File: src/rtl/addsub_seq_if.sv
// Request/result handshake bundle for the byte-serial add/sub controller.
// The requester/consumer side uses master; the controller uses slave.
interface addsub_seq_if #(
   parameter int NBYTES = 4
) ();
   localparam int W = 8 * NBYTES;

   logic         in_valid;
   logic         in_ready;
   logic [W-1:0] A;
   logic [W-1:0] B;
   logic         M;
   logic         out_valid;
   logic         out_ready;
   logic [W-1:0] S;
   logic         C;
   logic         V;
   logic         N;
   logic         Z;

   modport master (
      output in_valid, A, B, M, out_ready,
      input  in_ready, out_valid, S, C, V, N, Z
   );

   modport slave (
      input  in_valid, A, B, M, out_ready,
      output in_ready, out_valid, S, C, V, N, Z
   );
endinterface

File: src/rtl/addsub_seq.sv
// Multi-precision add/subtract built from one 8-bit slice reused over
// NBYTES cycles, least significant byte first, with a registered carry chain.
module addsub_seq #(
   parameter int NBYTES = 4,
   parameter int CW     = 3
) (
   input  logic         clk,
   input  logic         rst,
   addsub_seq_if.slave  bus,
   output logic         busy
);
   localparam int W = 8 * NBYTES;

   typedef enum logic [1:0] {IDLE, BUSY, DONE} state_t;

   state_t                  state_q, state_d;
   logic [CW-1:0]           idx_q, idx_d;
   logic [NBYTES-1:0][7:0]  a_q, a_d;
   logic [NBYTES-1:0][7:0]  b_q, b_d;
   logic [NBYTES-1:0][7:0]  s_q, s_d;
   logic                    m_q, m_d;
   logic                    carry_q, carry_d;
   logic                    zacc_q, zacc_d;
   logic                    c_q, c_d;
   logic                    v_q, v_d;
   logic                    n_q, n_d;
   logic                    z_q, z_d;
   logic                    out_valid_q, out_valid_d;
   logic                    in_ready_q, in_ready_d;
   logic                    busy_q, busy_d;

   logic [7:0] a_k, b_raw, b_k;
   logic       cin, last, zbyte;
   logic [8:0] sum9;

   // One 8-bit slice: {cout, s} = a + b + cin
   function automatic logic [8:0] add_slice(input logic [7:0] a, input logic [7:0] b,
                                            input logic cin_i);
      return {1'b0, a} + {1'b0, b} + {8'd0, cin_i};
   endfunction

   always_comb begin
      a_k   = '0;
      b_raw = '0;
      for (int k = 0; k < NBYTES; k++) begin
         if (idx_q == CW'(k)) begin
            a_k   = a_q[k];
            b_raw = b_q[k];
         end
      end
      b_k   = m_q ? ~b_raw : b_raw;
      cin   = (idx_q == '0) ? m_q : carry_q;
      sum9  = add_slice(a_k, b_k, cin);
      zbyte = (sum9[7:0] == 8'd0);
      last  = (idx_q == CW'(NBYTES - 1));

      state_d     = state_q;
      idx_d       = idx_q;
      a_d         = a_q;
      b_d         = b_q;
      s_d         = s_q;
      m_d         = m_q;
      carry_d     = carry_q;
      zacc_d      = zacc_q;
      c_d         = c_q;
      v_d         = v_q;
      n_d         = n_q;
      z_d         = z_q;
      out_valid_d = out_valid_q;
      in_ready_d  = in_ready_q;
      busy_d      = busy_q;

      case (state_q)
         IDLE: begin
            if (bus.in_valid) begin
               a_d        = bus.A;
               b_d        = bus.B;
               m_d        = bus.M;
               idx_d      = '0;
               state_d    = BUSY;
               in_ready_d = 1'b0;
               busy_d     = 1'b1;
            end
         end
         BUSY: begin
            for (int k = 0; k < NBYTES; k++) begin
               if (idx_q == CW'(k)) s_d[k] = sum9[7:0];
            end
            carry_d = sum9[8];
            zacc_d  = (idx_q == '0) ? zbyte : (zacc_q & zbyte);
            idx_d   = idx_q + 1'b1;
            // Top byte: its operand/result MSBs are the W-bit sign bits
            if (last) begin
               c_d         = sum9[8];
               n_d         = sum9[7];
               v_d         = (~sum9[7] & a_k[7] & b_k[7]) | (sum9[7] & ~a_k[7] & ~b_k[7]);
               z_d         = zacc_d;
               idx_d       = '0;
               state_d     = DONE;
               out_valid_d = 1'b1;
            end
         end
         DONE: begin
            if (bus.out_ready) begin
               state_d     = IDLE;
               out_valid_d = 1'b0;
               in_ready_d  = 1'b1;
               busy_d      = 1'b0;
            end
         end
         default: begin
            state_d     = IDLE;
            out_valid_d = 1'b0;
            in_ready_d  = 1'b1;
            busy_d      = 1'b0;
         end
      endcase
   end

   always_ff @(posedge clk) begin
      if (rst) begin
         state_q     <= IDLE;
         idx_q       <= '0;
         a_q         <= '0;
         b_q         <= '0;
         s_q         <= '0;
         m_q         <= 1'b0;
         carry_q     <= 1'b0;
         zacc_q      <= 1'b0;
         c_q         <= 1'b0;
         v_q         <= 1'b0;
         n_q         <= 1'b0;
         z_q         <= 1'b0;
         out_valid_q <= 1'b0;
         in_ready_q  <= 1'b1;
         busy_q      <= 1'b0;
      end else begin
         state_q     <= state_d;
         idx_q       <= idx_d;
         a_q         <= a_d;
         b_q         <= b_d;
         s_q         <= s_d;
         m_q         <= m_d;
         carry_q     <= carry_d;
         zacc_q      <= zacc_d;
         c_q         <= c_d;
         v_q         <= v_d;
         n_q         <= n_d;
         z_q         <= z_d;
         out_valid_q <= out_valid_d;
         in_ready_q  <= in_ready_d;
         busy_q      <= busy_d;
      end
   end

   assign bus.S         = s_q;
   assign bus.C         = c_q;
   assign bus.V         = v_q;
   assign bus.N         = n_q;
   assign bus.Z         = z_q;
   assign bus.out_valid = out_valid_q;
   assign bus.in_ready  = in_ready_q;
   assign busy          = busy_q;
endmodule

File: src/flat_wrapper.sv
// flat-port wrapper written by rule: the top's interface ports become plain ports
module addsub_seq_flat 
#(
   parameter int NBYTES = 4,
   parameter int CW     = 3
)
  (clk, rst, busy, bus_in_valid, bus_A, bus_B, bus_M, bus_out_ready, bus_in_ready, bus_out_valid, bus_S, bus_C, bus_V, bus_N, bus_Z);
  addsub_seq_if #(.NBYTES(NBYTES)) bus_i ();
  input  logic clk;
  input  logic rst;
  output logic busy;
  input wire logic [$bits(bus_i.in_valid)-1:0] bus_in_valid;
  input wire logic [$bits(bus_i.A)-1:0] bus_A;
  input wire logic [$bits(bus_i.B)-1:0] bus_B;
  input wire logic [$bits(bus_i.M)-1:0] bus_M;
  input wire logic [$bits(bus_i.out_ready)-1:0] bus_out_ready;
  output wire logic [$bits(bus_i.in_ready)-1:0] bus_in_ready;
  output wire logic [$bits(bus_i.out_valid)-1:0] bus_out_valid;
  output wire logic [$bits(bus_i.S)-1:0] bus_S;
  output wire logic [$bits(bus_i.C)-1:0] bus_C;
  output wire logic [$bits(bus_i.V)-1:0] bus_V;
  output wire logic [$bits(bus_i.N)-1:0] bus_N;
  output wire logic [$bits(bus_i.Z)-1:0] bus_Z;
  assign bus_i.in_valid = bus_in_valid;
  assign bus_i.A = bus_A;
  assign bus_i.B = bus_B;
  assign bus_i.M = bus_M;
  assign bus_i.out_ready = bus_out_ready;
  assign bus_in_ready = bus_i.in_ready;
  assign bus_out_valid = bus_i.out_valid;
  assign bus_S = bus_i.S;
  assign bus_C = bus_i.C;
  assign bus_V = bus_i.V;
  assign bus_N = bus_i.N;
  assign bus_Z = bus_i.Z;
  addsub_seq #(.NBYTES(NBYTES), .CW(CW)) u_core (.clk(clk), .rst(rst), .bus(bus_i), .busy(busy));
endmodule
File: config.mk
export PLATFORM = sky130hd
export DESIGN_NAME = addsub_seq_flat
export DESIGN_NICKNAME = d
export VERILOG_FILES = /design/src/rtl/addsub_seq_if.sv /design/src/rtl/addsub_seq.sv /design/src/flat_wrapper.sv
export SDC_FILE = /design/constraint.sdc
export NUM_CORES = 1
export LEC_CHECK = 0
export CAP_MARGIN = 5
export CELL_PAD_IN_SITES_DETAIL_PLACEMENT = 1
export CELL_PAD_IN_SITES_GLOBAL_PLACEMENT = 1
export CORE_MARGIN = 5
export CORE_UTILIZATION = 39
export DETAILED_ROUTE_END_ITERATION = 12
export PLACE_DENSITY = 0.85
export SLEW_MARGIN = 20
export SYNTH_ARGS = -nofsm -noshare
export SYNTH_HDL_FRONTEND = slang
export SYNTH_SLANG_ARGS = --single-unit
export TNS_END_PERCENT = 50
File: constraint.sdc
create_clock -name clk -period 6 [get_ports clk]
set_input_delay 1.2 -clock clk [delete_from_list [all_inputs] [get_ports clk]]
set_output_delay 1.2 -clock clk [all_outputs]
set_load 0.01 [all_outputs]
Word level (Yosys, flattened, before mapping):

Index checks and enable logic that the tools add are counted.

* input bits: 69
* bits in registers: 111
* output and inout port bits: 39
* logic and storage cells: 86

* eq/ne operators: 8
* bitwise gates (word level): 12
* multiplexer cells: 26
* reduce and logical (&&, ||, !) cells: 13
* add/sub/neg operators: 3

Operator list (number)
* $mux 8: 9
* $reduce_and 2->1: 6
* $add 8x8->9: 1
* $add 9x1->9: 1
* $pmux 1 s3: 3
* $reduce_and 3->1: 3
* $logic_not 8->1: 1
* $not 8->8: 1
* $mux 1: 7
* $eq 3x2->1 const B: 2
* $mux 2: 3
* $mux 3: 2
* $pmux 2 s3: 1
* $pmux 3 s2: 1
* $and 1x1->1: 5
* $not 1->1: 5
* $ne 2x2->1 const B: 2
* $add 3x1->3 const B: 1
* $eq 3x1->1 const B: 1
* $logic_not 3->1: 1
* $eq 2x1->1 const B: 1
* $eq 2x2->1 const B: 1
* $logic_not 2->1: 1
* $ne 2x1->1 const B: 1
* other kinds (2): 2

Logic depth before layout (Yosys ltp):

* depth in word-level cells: 13
* gate-level depth with buffers: 18
* mapped depth without buffers: 17

Worst setup path after synthesis:

Ideal clock, no wire load.

* path type: reg2reg
* from: register u_core.idx_q[1]
* to: register u_core.z_q, in the netlist u_core.bus.Z
* data required time: 5.933 ns
* data arrival time: 3.815 ns
* path buffers: 2
* library setup time: 0.067 ns
* setup slack: 2.117 ns
* stages on the path, launching flop included: 19
* cell sequence: dfxtp_1 -> inv_1 -> ha_1 -> clkbuf_1 -> clkbuf_1 -> a21oi_1 -> o21ai_0 -> mux2i_1 -> nor2_1 -> xnor2_1 -> fa_1 -> inv_1 -> fa_1 -> a21o_1 -> a21oi_2 -> xnor2_1 -> or4_1 -> or4_4 -> o21ai_2

* longest elaborated chain between the ends: 12

Ends and longest elaborated chain
* start, declared: line addsub_seq.sv:17 `logic [CW-1:0] idx_q, idx_d;`
* start signal, assigned: line addsub_seq.sv:139 `idx_q <= idx_d;`
* $logic_not 3->1: line addsub_seq.sv:46, addsub_seq.sv:52, addsub_seq.sv:90
* $mux 8 (4 in series): line addsub_seq.sv:46 `if (idx_q == CW'(k)) begin`
* $not 8->8: line addsub_seq.sv:51 `b_k = m_q ? ~b_raw : b_raw;`
* $mux 8: line addsub_seq.sv:51
* $add 8x8->9: line addsub_seq.sv:39 `return {1'b0, a} + {1'b0, b} + {8'd0, cin_i};`
* $add 9x1->9: line addsub_seq.sv:39
* $logic_not 8->1: line addsub_seq.sv:54 `zbyte = (sum9[7:0] == 8'd0);`
* $and 1x1->1: line addsub_seq.sv:90 `zacc_d = (idx_q == '0) ? zbyte : (zacc_q & zbyte);`
* $mux 1: line addsub_seq.sv:90
* end signal, assigned: line addsub_seq.sv:149 `z_q <= z_d;`
* end, declared: line addsub_seq.sv:27 `logic z_q, z_d;`

Several ways; a longest one is shown, not always the timed one.
A chain may end at the register's enable or synchronous reset.

Final worst setup path:

* from: register u_core.idx_q[1]
* to: register u_core.zacc_q

* longest elaborated chain between the ends: 12

Ends and longest elaborated chain
* $logic_not 3->1: line addsub_seq.sv:46, addsub_seq.sv:52, addsub_seq.sv:90
* $mux 8 (4 in series): line addsub_seq.sv:46
* $not 8->8: line addsub_seq.sv:51
* $mux 8: line addsub_seq.sv:51
* $add 8x8->9: line addsub_seq.sv:39
* $add 9x1->9: line addsub_seq.sv:39
* $logic_not 8->1: line addsub_seq.sv:54
* $and 1x1->1: line addsub_seq.sv:90
* $mux 1 *: line addsub_seq.sv:90
* end signal, assigned: line addsub_seq.sv:145 `zacc_q <= zacc_d;`
* end, declared: line addsub_seq.sv:23 `logic zacc_q, zacc_d;`

Mark *: on every way between the ends. The rest lies on a longest branch, timed or not.

==> reports/summary.txt <==
Layout Nets -> 815
WL/cell -> 16.5 microns
Post-synthesis sequential area ratio -> 44.3%
Total power draw -> 1.69 mW
Post_cts resized -> 0
Post-synthesis cell area -> 0.00497 sq mm
Total power per unit cell area -> 265 mW/mm^2
P_int -> 1.23 mW
IO buf count -> 107
Gate power share -> 17.8%
Reg area -> 0.00220 sq mm
Mapped Avg Cell Area -> 7.55 sq um
Post-Syn Instances -> 659
Largest net degree at the start of global routing -> 112
Met2 Routed Length -> 7.55 mm
First-iteration detailed-routing DRC count -> 276
Number of library cell types mapped by synthesis -> 47
Die Height -> 123 microns
Flop pwr share -> 46.8%
Hold Fails Final Rpt -> 0
Pre-CTS setup slack -> 1.46 ns
Clock sinks -> 110
Worst-case clock skew -> 0.00918 ns
TritonCTS clock tree -> built
Via count -> 4723
Fmax -> 216 MHz
Die W -> 123 microns
RSZ-0062 raised after global routing -> no
Reg clk slew, reported paths -> 0.07 ns
Crit path time final -> 4.63 ns
CTS buffer count -> 9
Maxcap violations -> 0
Gpl congestion -> 0.875
Main synth FF type -> dfxtp_1
Ant diodes -> 0
DRT Pass-1 Iters -> 4
Critical Path RT -> 6.28 ns
Layout cells sized above 1 -> 3.39%
Post-CTS Setup Repair Bufs -> 0
Fin crit share -> 77.2%
DRC viols -> 0
# H-tree levels -> 3
Metal3 WL -> 679 microns
Rows -> 41
Startpoint Class -> flop
Number of flops mapped to enable cells by yosys -> 0
Core Box Area -> 0.0126 sq mm
Setup-failing EPs final -> 0
Antenna viol nets, final -> 0
# IOs -> 108
Ys Warns -> 0
P_sw -> 0.459 mW
Clk buf depth -> 2
Hold Crit Depth -> 2
Grt total ovfl -> 0
Worst-Skew Late Latency -> 0.35 ns
Fraction of registers with async set/reset -> 0%
FF-to-FF path depth -> 17
# fillers -> 1550
Slew Limit Fails -> 0
Power share of the clock group -> 35.4%
Vias in the first global route -> 5010
Critical Path Fanout Max -> 34
Leak -> 2.32 nW
Setup CP Type -> flop to flop
Worst setup EP type -> flop
Root buf cell -> clkbuf_16
Hold_buf cts -> 0
Area grow syn2layout -> 28.2%
Top Layer Used -> met4
Final WS setup -> 1.37 ns
FF+latch count, synth -> 110
Worst slew pin tran -> 1.04 ns
Met1 WL -> 6.49 mm
Fin cells -> 909
Rel. slew slack -> 30.4%
First-pass GRT wire length -> 24.7 mm
Max VDD drop -> 145 uV
Total negative setup slack -> 0 ns
Routed wire length -> 15.0 mm
Placed cell count -> 894
Outcome -> finished clean
Min-Delay Path Class -> flop to flop
Antenna violations before repair -> 0
DP HPWL -> 10.9 mm
Multi-input gate area -> 0.00254 sq mm
GRT Total Usage -> 20.5%
WP data arrival -> 4.91 ns
DR vias/cell -> 5.20
Die Area -> 0.0151 sq mm
Sw frac -> 27.2%
Syn nets -> 741
Starting density of the core -> 39.6%
## Yosys cell counts (2+ instances only)
library cell | n | area share [%]
nor2b_1 | 3 | 0.38
a21oi_1 | 127 | 13
buf_1 | 3 | 0.23
o21ai_0 | 13 | 1.3
a2111oi_0 | 2 | 0.35
nand2_1 | 204 | 15
a21o_1 | 5 | 0.75
and2_1 | 2 | 0.25
xnor2_1 | 11 | 1.9
nor2_1 | 43 | 3.2
mux2i_1 | 6 | 1.2
ha_1 | 11 | 2.8
clkbuf_1 | 39 | 2.9
xor2_1 | 2 | 0.35
fa_1 | 2 | 0.81
inv_1 | 7 | 0.53
or4_1 | 2 | 0.30
nor3_1 | 5 | 0.50
nand2b_1 | 6 | 0.75
nand3b_1 | 17 | 2.6
dfxtp_1 | 110 | 44
and3_1 | 3 | 0.38
o21ai_2 | 2 | 0.35
buf_6 | 2 | 0.45
a211oi_1 | 10 | 1.5
## final cells by class
| class | count | area share [%] |
|---|---|---|
| clock buffers | 11 | 3.81 |
| repair buffers | 110 | 17.2 |
| inverters | 8 | 0.471 |
| clock inverters | 4 | 0.746 |
| well taps | 172 | 3.38 |
| flip-flops and latches | 110 | 34.6 |
| multi-input cells | 494 | 39.9 |
## state kept, by name (all words and copies together), names as in the netlist, 2 cells and up
| name | cells |
|---|---|
| u_core.a_q | 32 |
| u_core.b_q | 32 |
| u_core.bus.S | 31 |
| u_core.idx_q | 3 |
| u_core.state_q | 2 |
## power by group through the flow
stage               Clock (mW)  Sequential, mW  Combinational, mW
floorplan                    0           0.802              0.179
global placement             0           0.804              0.283
detailed placement           0           0.807              0.300
CTS                      0.604           0.790              0.302
global route             0.632           0.794              0.332
finish                   0.597           0.790              0.301
## layer usage
metal  vias to the layer above  track usage (%)
met5                         -                0
met4                         0             7.63
met3                        20             3.06
met2                       110             36.7
met1                      2252             24.8
li1                       2341                -
## per-stage QoR
| stage | hold WS [ns] | cell area (sq um) | utilization [%] |
|---|---|---|---|
| 6_report | 0.457 | 6370 | 50.7 |
| 5_1_grt | 0.480 | 6370 | 50.7 |
| 4_1_cts | 0.460 | 6370 | 50.7 |
| 3_5_place_dp | 0.451 | 6080 | 48.4 |
| 3_3_place_gp | 0.445 | 6080 | 48.4 |
| 2_1_floorplan | 0.432 | 4970 | - |
## cells in the final DEF (no fill, tap or decap), types with 3 or more instances in the layout
cell type	Yosys	layout
buf_4	1	3
nand3b_1	17	17
inv_1	7	7
a21o_1	5	5
ha_1	11	11
nand2b_1	6	6
o21ai_0	13	13
and3_1	3	3
nand2_1	204	203
dfxtp_1	110	110
nor2b_1	3	3
nor2_1	43	43
nor3_1	5	5
xnor2_1	11	11
mux2i_1	6	6
a21oi_1	127	127
a211oi_1	10	10
clkdlybuf4s50_1	0	106
clkbuf_16	0	9
## kinds of logic after synthesis
family | Yosys count | synth area share, %
compound gates | 169 | 18.8
fa+ha+maj | 13 | 3.57
buf+inv | 55 | 4.73
simple gates | 293 | 25.1
flops | 110 | 44.3
mux | 6 | 1.21
xor+xnor | 13 | 2.29
## worst max-delay path: stages, from the launching register on
cell and delay [ns]:
dfxtp_1 0.35, inv_1 0.11, ha_1 0.85, and3b_1 0.27, a21oi_1 0.10, o21ai_0 0.09
mux2i_1 0.17, nor2_1 0.07, xnor2_1 0.22, fa_1 0.23, inv_1 0.06, fa_1 0.40
a21o_1 0.22, a21oi_2 0.16, xnor2_1 0.14, or4_1 0.55, or4_4 0.45, o21ai_2 0.12
## final timing paths
check,from,end,slack (ns)
max reg2reg,u_core.idx_q[1],u_core.zacc_q,1.37
max,u_core.idx_q[1],u_core.zacc_q,1.37
min,u_core.a_q[2],u_core.a_q[2],0.46
min reg2reg,u_core.a_q[2],u_core.a_q[2],0.46
Power figures use the tool's default switching activity.
